<file path="config.mk">
export PLATFORM = sky130hd
export DESIGN_NAME = sync_fifo_core
export DESIGN_NICKNAME = d
export VERILOG_FILES = /design/src/rtl/fifo_pkg.sv /design/src/rtl/fifo_mem.sv /design/src/rtl/sync_fifo_core.sv
export SDC_FILE = /design/constraint.sdc
export NUM_CORES = 1
export LEC_CHECK = 0
export CORE_MARGIN = 4
export CORE_UTILIZATION = 54
export CTS_CLUSTER_DIAMETER = 200
export DETAILED_ROUTE_END_ITERATION = 10
export PLACE_DENSITY_LB_ADDON = 0.1
export RECOVER_POWER = 25
export SKIP_LAST_GASP = 1
export SLEW_MARGIN = 10
export SYNTH_ARGS = -nofsm -noshare
export SYNTH_HDL_FRONTEND = slang
export SYNTH_SLANG_ARGS = --single-unit
</file>
<file path="constraint.sdc">
create_clock -name clock -period 2.4 [get_ports clock]
set_clock_uncertainty 0.15 [all_clocks]
set_input_delay 0.36 -clock clock [delete_from_list [all_inputs] [get_ports clock]]
set_output_delay 0.36 -clock clock [all_outputs]
set_load 0.01 [all_outputs]
</file>
<file path="src/rtl/fifo_pkg.sv">
// Shared sizing constants and the data word type for the synchronous FIFO.
package fifo_pkg;
  localparam int FIFO_WIDTH = 8;
  localparam int FIFO_DEPTH = 16;
  localparam int PTR_W      = $clog2(FIFO_DEPTH);
  localparam int CNT_W      = PTR_W + 1;

  typedef logic [FIFO_WIDTH-1:0] fifo_word_t;
endpackage

</file>
<file path="src/rtl/fifo_mem.sv">
// DEPTH x WIDTH register array: one write port, one read port, no reset.
module fifo_mem #(
  parameter int WIDTH = 8,
  parameter int DEPTH = 16,
  localparam int PW   = $clog2(DEPTH)
) (
  input  logic             clock,
  input  logic             wr_en,
  input  logic [PW-1:0]    wr_addr,
  input  logic [WIDTH-1:0] wr_data,
  input  logic [PW-1:0]    rd_addr,
  output logic [WIDTH-1:0] rd_data
);
  logic [WIDTH-1:0] mem [DEPTH];

  always_ff @(posedge clock) begin
    if (wr_en) mem[wr_addr] <= wr_data;
  end

  // The read is captured by the top's data_out register, which needs an
  // async reset the storage array itself must not have.
  assign rd_data = mem[rd_addr];
endmodule

</file>
<file path="src/rtl/sync_fifo_core.sv">
// Single-clock FIFO with active-low strobes and registered over/under-flow
// boundary flags; pointers, count, flags and accept logic live here.
module sync_fifo_core
  import fifo_pkg::*;
#(
  parameter int WIDTH = FIFO_WIDTH,
  parameter int DEPTH = FIFO_DEPTH,
  localparam int PW   = $clog2(DEPTH),
  localparam int CW   = PW + 1
) (
  input  logic             clock,
  input  logic             reset_n,
  input  logic             write_n,
  input  logic             read_n,
  input  logic [WIDTH-1:0] data_in,
  output logic [WIDTH-1:0] data_out,
  output logic             full,
  output logic             empty,
  output logic [CW-1:0]    fill_count,
  output logic             over_flow,
  output logic             under_flow
);
  localparam logic [CW-1:0] CNT_FULL = CW'(DEPTH);
  localparam logic [CW-1:0] CNT_HIGH = CW'(DEPTH - 1);
  localparam logic [CW-1:0] CNT_LOW  = CW'(1);

  logic [PW-1:0]    wr_ptr, rd_ptr;
  logic [CW-1:0]    count;
  logic             rd_acc, wr_acc;
  logic [WIDTH-1:0] rd_word;

  // A write at full is still accepted when a read frees a slot on the same
  // edge; a read at empty never bypasses the write.
  assign rd_acc = !read_n && (count != '0);
  assign wr_acc = !write_n && ((count < CNT_FULL) || rd_acc);

  assign full       = (count == CNT_FULL);
  assign empty      = (count == '0);
  assign fill_count = count;

  fifo_mem #(.WIDTH(WIDTH), .DEPTH(DEPTH)) u_mem (
    .clock   (clock),
    .wr_en   (wr_acc),
    .wr_addr (wr_ptr),
    .wr_data (data_in),
    .rd_addr (rd_ptr),
    .rd_data (rd_word)
  );

  always_ff @(posedge clock or negedge reset_n) begin
    if (!reset_n) begin
      wr_ptr     <= '0;
      rd_ptr     <= '0;
      count      <= '0;
      data_out   <= '0;
      over_flow  <= 1'b0;
      under_flow <= 1'b0;
    end else begin
      // Power-of-two depth lets the pointers wrap by natural overflow.
      if (wr_acc) wr_ptr <= wr_ptr + PW'(1);
      if (rd_acc) begin
        rd_ptr   <= rd_ptr + PW'(1);
        data_out <= rd_word;
      end
      count <= count + CW'(wr_acc) - CW'(rd_acc);

      if (rd_acc)                             over_flow <= 1'b0;
      else if (!write_n && count >= CNT_HIGH) over_flow <= 1'b1;

      if (wr_acc)                            under_flow <= 1'b0;
      else if (!read_n && count <= CNT_LOW)  under_flow <= 1'b1;
    end
  end
endmodule

</file>
Word-level counts from Yosys, hierarchy flattened:

Memories as Yosys holds them, arrays and structs flattened. A register that Yosys moved wholly into a read port is not among the register bits.
Cells that the tools add are included.

* $add $sub $neg: 4
* order comparisons: 3
* equal/unequal tests: 1
* muxes and demuxes: 6
* reductions and logical operators: 12

Operators by type and width (count)
* $add 4x1->4 const B: 2
* $mux 1: 6
* $add 5x1->5: 1
* $eq 5x5->1 const B: 1
* $ge 5x4->1 const B: 1
* $le 5x1->1 const B: 1
* $logic_not 5->1: 1
* $lt 5x5->1 const B: 1
* $reduce_bool 5->1: 1
* $sub 5x1->5: 1
* $logic_and 1x1->1: 4
* $reduce_bool 2->1: 2
* $logic_not 1->1: 3
* $logic_or 1x1->1: 1

* register bits: 15
* memory bits (writable): 128
* bits of input ports: 12
* output and inout bits: 17
* memories kept: 1

Memory list
* u_mem.mem: words 16, bits a word 8, rd ports 1, clocked after memory_dff 1, wr ports 1, RTL line fifo_mem.sv:14 `logic [WIDTH-1:0] mem [DEPTH];`

Logic depth before layout (Yosys ltp):

* depth in word-level cells: 6
* mapped depth: 14
* mapped depth without buffers: 14

Modules after synthesis:

From an unflattened synthesis, not the netlist that was laid out.

* cells, all modules: 314
* area total of the unflattened synthesis: 6193.4 µm²

By module, submodules not included
* fifo_mem: times used 1, cells an instance 221, area an instance 4987.3 µm², seq. area each 3843.7 µm²
* sync_fifo_core: times used 1, cells an instance 93, area an instance 1206.2 µm², seq. area each 575.6 µm²

Least setup slack after synthesis:

Ideal clock, no wire load.

* path type: register to register
* from: register count[3] (netlist: fill_count[3])
* to: register count[4] (netlist: fill_count[4])
* library setup time: 0.080 ns
* data arrival time: 2.618 ns
* setup slack: -0.448 ns
* cell stages (with the launch flop): 15
* period minus slack after synthesis: 2.848 ns
* path through: dfrtp_1 -> inv_1 -> ha_1 -> nor4b_2 -> or2_2 -> inv_2 -> ha_1 -> inv_1 -> ha_1 -> inv_1 -> fa_1 -> nor2_1 -> nor2_1 -> o21bai_1 -> xnor2_1

* cells in the longest elaborated chain, start to end: 6
* elaborated cells between the ends (all ways): 7

RTL lines
* start: declaration: RTL line sync_fifo_core.sv:28 `logic [CW-1:0] count;`
* start signal: assignment: RTL line sync_fifo_core.sv:65 `count <= count + CW'(wr_acc) - CW'(rd_acc);`
* $reduce_bool 5->1 *: RTL line sync_fifo_core.sv:34 `assign rd_acc = !read_n && (count != '0);`
* $logic_and 1x1->1 *: RTL line sync_fifo_core.sv:34
* net rd_acc: RTL line sync_fifo_core.sv:29 `logic rd_acc, wr_acc;`
* $logic_or 1x1->1: RTL line sync_fifo_core.sv:35 `assign wr_acc = !write_n && ((count < CNT_FULL) || rd_acc);`
* $logic_and 1x1->1: RTL line sync_fifo_core.sv:35
* $add 5x1->5: RTL line sync_fifo_core.sv:65
* $sub 5x1->5 *: RTL line sync_fifo_core.sv:65

The timed path passes the listed nets; every way through them passes the cells marked *.
A chain may end at the register's enable or synchronous reset.

Final worst setup path:

* from: register count[2] (netlist: fill_count[2])
* to: register count[4] (netlist: fill_count[4])

The elaborated chain is that of the path after synthesis.

==> summary.md <==
| Metric | Value |
|---|---|
| HP Class | `reg2reg` |
| Most common cell after layout, fill and taps aside | `edfxtp_1` |
| Clock-pin transition on the worst setup and hold timing paths | `60 ps` |
| Final period util | `102%` |
| Initial drt markers | `183` |
| CTS Buffer Depth | `2` |
| Simple-Gate Fraction of Synth Area | `3.96%` |
| Final core utilization | `68.9%` |
| I/O Buffers | `28` |
| Register area share after synthesis | `71.7%` |
| CTS H-Tree Depth | `4` |
| Synth Cell Area | `6160 sq um` |
| Hold Path Origin | `data_out[1]` |
| Crit Path Category | `reg2reg` |
| Largest family of logic cells by synthesized area | `multiplexers` |
| Die Width | `115 microns` |
| Core area | `11000 sq um` |
| Final wirelength | `11.7 mm` |
| HPWL after detailed placement | `7.59 mm` |
| CTS Root Cell | `clkbuf_16` |
| CTS tree | `done` |
| Max Cap Viol | `0` |
| Slew margin rel. | `7.29%` |
| Fmax | `410 MHz` |
| VDD IR max | `1.04 mV` |
| Yosys top cell by area | `edfxtp_1` |
| DP Area | `6950 sq um` |
| DR WL/cell | `21.2 microns` |
| Final net count | `427` |
| CTS buffer count | `17` |
| Worst flop-to-flop path startpoint | `fill_count[2]` |
| Post-synthesis mux area share | `14.3%` |
| Placement Rows | `38` |
| Compound-Gate Fraction of Synth Area | `2.44%` |
| Starting Density | `56.1%` |
| Inst Count DP | `513` |
| Layout cell share with drive strength beyond 1 | `28.0%` |
| Pre-CTS setup slack | `-234 ps` |
| Number of global-route vias before repair | `3161` |
| First-pass iteration count of the detailed router | `4` |
| Synth top area cells | `edfxtp_1 (62%), mux4_2 (11%), dfrtp_1 (9.3%), ha_1 (3.5%), mux2i_1 (2.4%)` |
| CP Data Required Time | `2580 ps` |
| Worst Max-Slew Pin Slew | `1390 ps` |
| Xor and xnor area share after synthesis | `1.28%` |
| RSZ-0062 raised after global routing | `yes` |
| Startpoint Class | `flop` |
| Syn avg cell area | `19.1 sq um` |
| Share of flip-flops with an asynchronous set or reset | `15.2%` |
| Largest net degree at the start of global routing | `28` |
| Crit end category | `flop` |
| CTS sink count | `151` |
| Leakage | `0.00270 uW` |
| Synth Register Bits | `151` |
| Synthesis-to-finish area growth | `22.9%` |
| EDFF count, synth | `128` |
| Synth warn | `0` |
| Cell variety after synth | `38` |
| Syn nets | `353` |
| Fillers | `710` |
| Grt total ovfl | `0` |
| # IOs | `29` |
| Via density | `5.69` |
| Status | `complete, but fails checks` |
| PnR worst setup slack | `-36.7 ps` |
| Antenna-violating nets left | `0` |
| Aggregate global-route resource usage | `19.5%` |
| Max Transition Viols Final | `0` |
| GPL Wtd Cong | `0.865` |
| Critical Path AT | `2620 ps` |
| First-pass GRT wire length | `18.5 mm` |
| Vias | `3132` |
| Residual DRC count | `0` |
| Setup crit start | `fill_count[2]` |
| Final cell count without fillers | `550` |
| Pwr dens | `1200 nW/um^2` |
| Ys flop type | `edfxtp_1` |
| Die area | `13200 sq um` |
| Final setup viols | `1` |
| Synth top area share | `62.4%` |
| Gate Count Post-Synth | `323` |
| Adder-cell share of the synthesized area | `3.78%` |
| Commonest non-fill, non-tap cells in the layout | `edfxtp_1 (128), buf_4 (33), mux4_2 (29)` |
| Fin. Hold Viols | `0` |
| Final Critical Period | `2440 ps` |
| Antenna Cells | `0` |
| Failing checks | `setup timing` |
| Initial antenna violation count | `0` |
| Finished Cell Area | `7570 sq um` |
| Crit Path Max Fanout | `2` |
| Worst-skew pair later-pin latency | `410 ps` |
| Die height | `115 microns` |
## cell usage after synthesis, types with 3 or more instances
cell type	n
buf_2	6
dfrtp_1	23
o221ai_1	7
xnor2_1	7
inv_1	15
mux4_2	29
mux4_1	3
and2_1	4
ha_1	17
nor2_1	10
nand4_1	3
buf_6	3
nor3_1	4
nand2_1	15
edfxtp_1	128
mux2i_1	15
nor4_1	4
a21oi_1	3
## power by group
part	internal, uW	switching (uW)
logic	1550	1440
registers	3230	249
clock network	1610	971
## through the flow
step / TNS (ps) / hold slack [ps] / total power, uW
2_1_floorplan: -229 / -85.6 / 5380
3_3_place_gp: -229 / 326 / 6430
3_5_place_dp: -1660 / 324 / 6490
4_1_cts: -26.7 / 158 / 9120
5_1_grt: -190 / 370 / 9550
6_report: -36.7 / 339 / 9050
## worst max-delay path, cell delays in order (launching register included)
cell and delay (ps):
dfrtp_2 400, inv_2 70, ha_4 130, nor4b_4 210, or2_4 180, inv_4 40
ha_4 200, inv_2 60, ha_4 120, inv_2 30, fa_2 330, nor2_1 90
nor2_1 50, o21bai_1 170, xnor2_1 130
## layer usage
metal / track usage, % / wire length [microns]
met5: 0 / 0
met4: 6.34 / 162
met3: 4.42 / 471
met2: 29.2 / 5470
met1: 28.8 / 5560
## state kept, by name (all words and copies together) (netlist names)
name and flops:
data_out 8, under_flow 1, rd_ptr 4, fill_count 5
over_flow 1, u_mem.mem 128, wr_ptr 4
## final timing paths
kind / to / slack (ps) / depth (start not counted)
min: data_out[1] / 340 / 2
min reg2reg: data_out[1] / 340 / 2
max: fill_count[4] / -40 / 14
max reg2reg: fill_count[4] / -40 / 14
max in group asynchronous: fill_count[2] / 540 / 2
min in group asynchronous: wr_ptr[1] / 640 / 2
## cells by family (layout without fill, tap and decap cells)
family | after synthesis | count (layout)
compound gates | 19 | 19
xor+xnor | 9 | 9
fa+ha+maj | 18 | 18
buf+inv | 31 | 118
flops | 151 | 151
mux | 47 | 47
simple gates | 48 | 48
## final cells by class
type                            instances  area [sq um]  area share [%]
Sequential cell                       151          4420            58.4
Multi-Input combinational cell        141          1660            21.9
Timing Repair Buffer                   69           669            8.84
Clock buffer                           24           482            6.36
Tap cell                              140           175            2.31
Clock inverter                          8          98.8            1.31
Inverter                               17          66.3           0.876
## repair_timing
item,in CTS,in global routing
buffers inserted,3,2
hold buffers,0,0
cloned,0,0
setup endpoints to repair,3,2
pin swaps,5,3
resized for setup,3,0
Note: power is estimated with default switching activity, not from simulation.
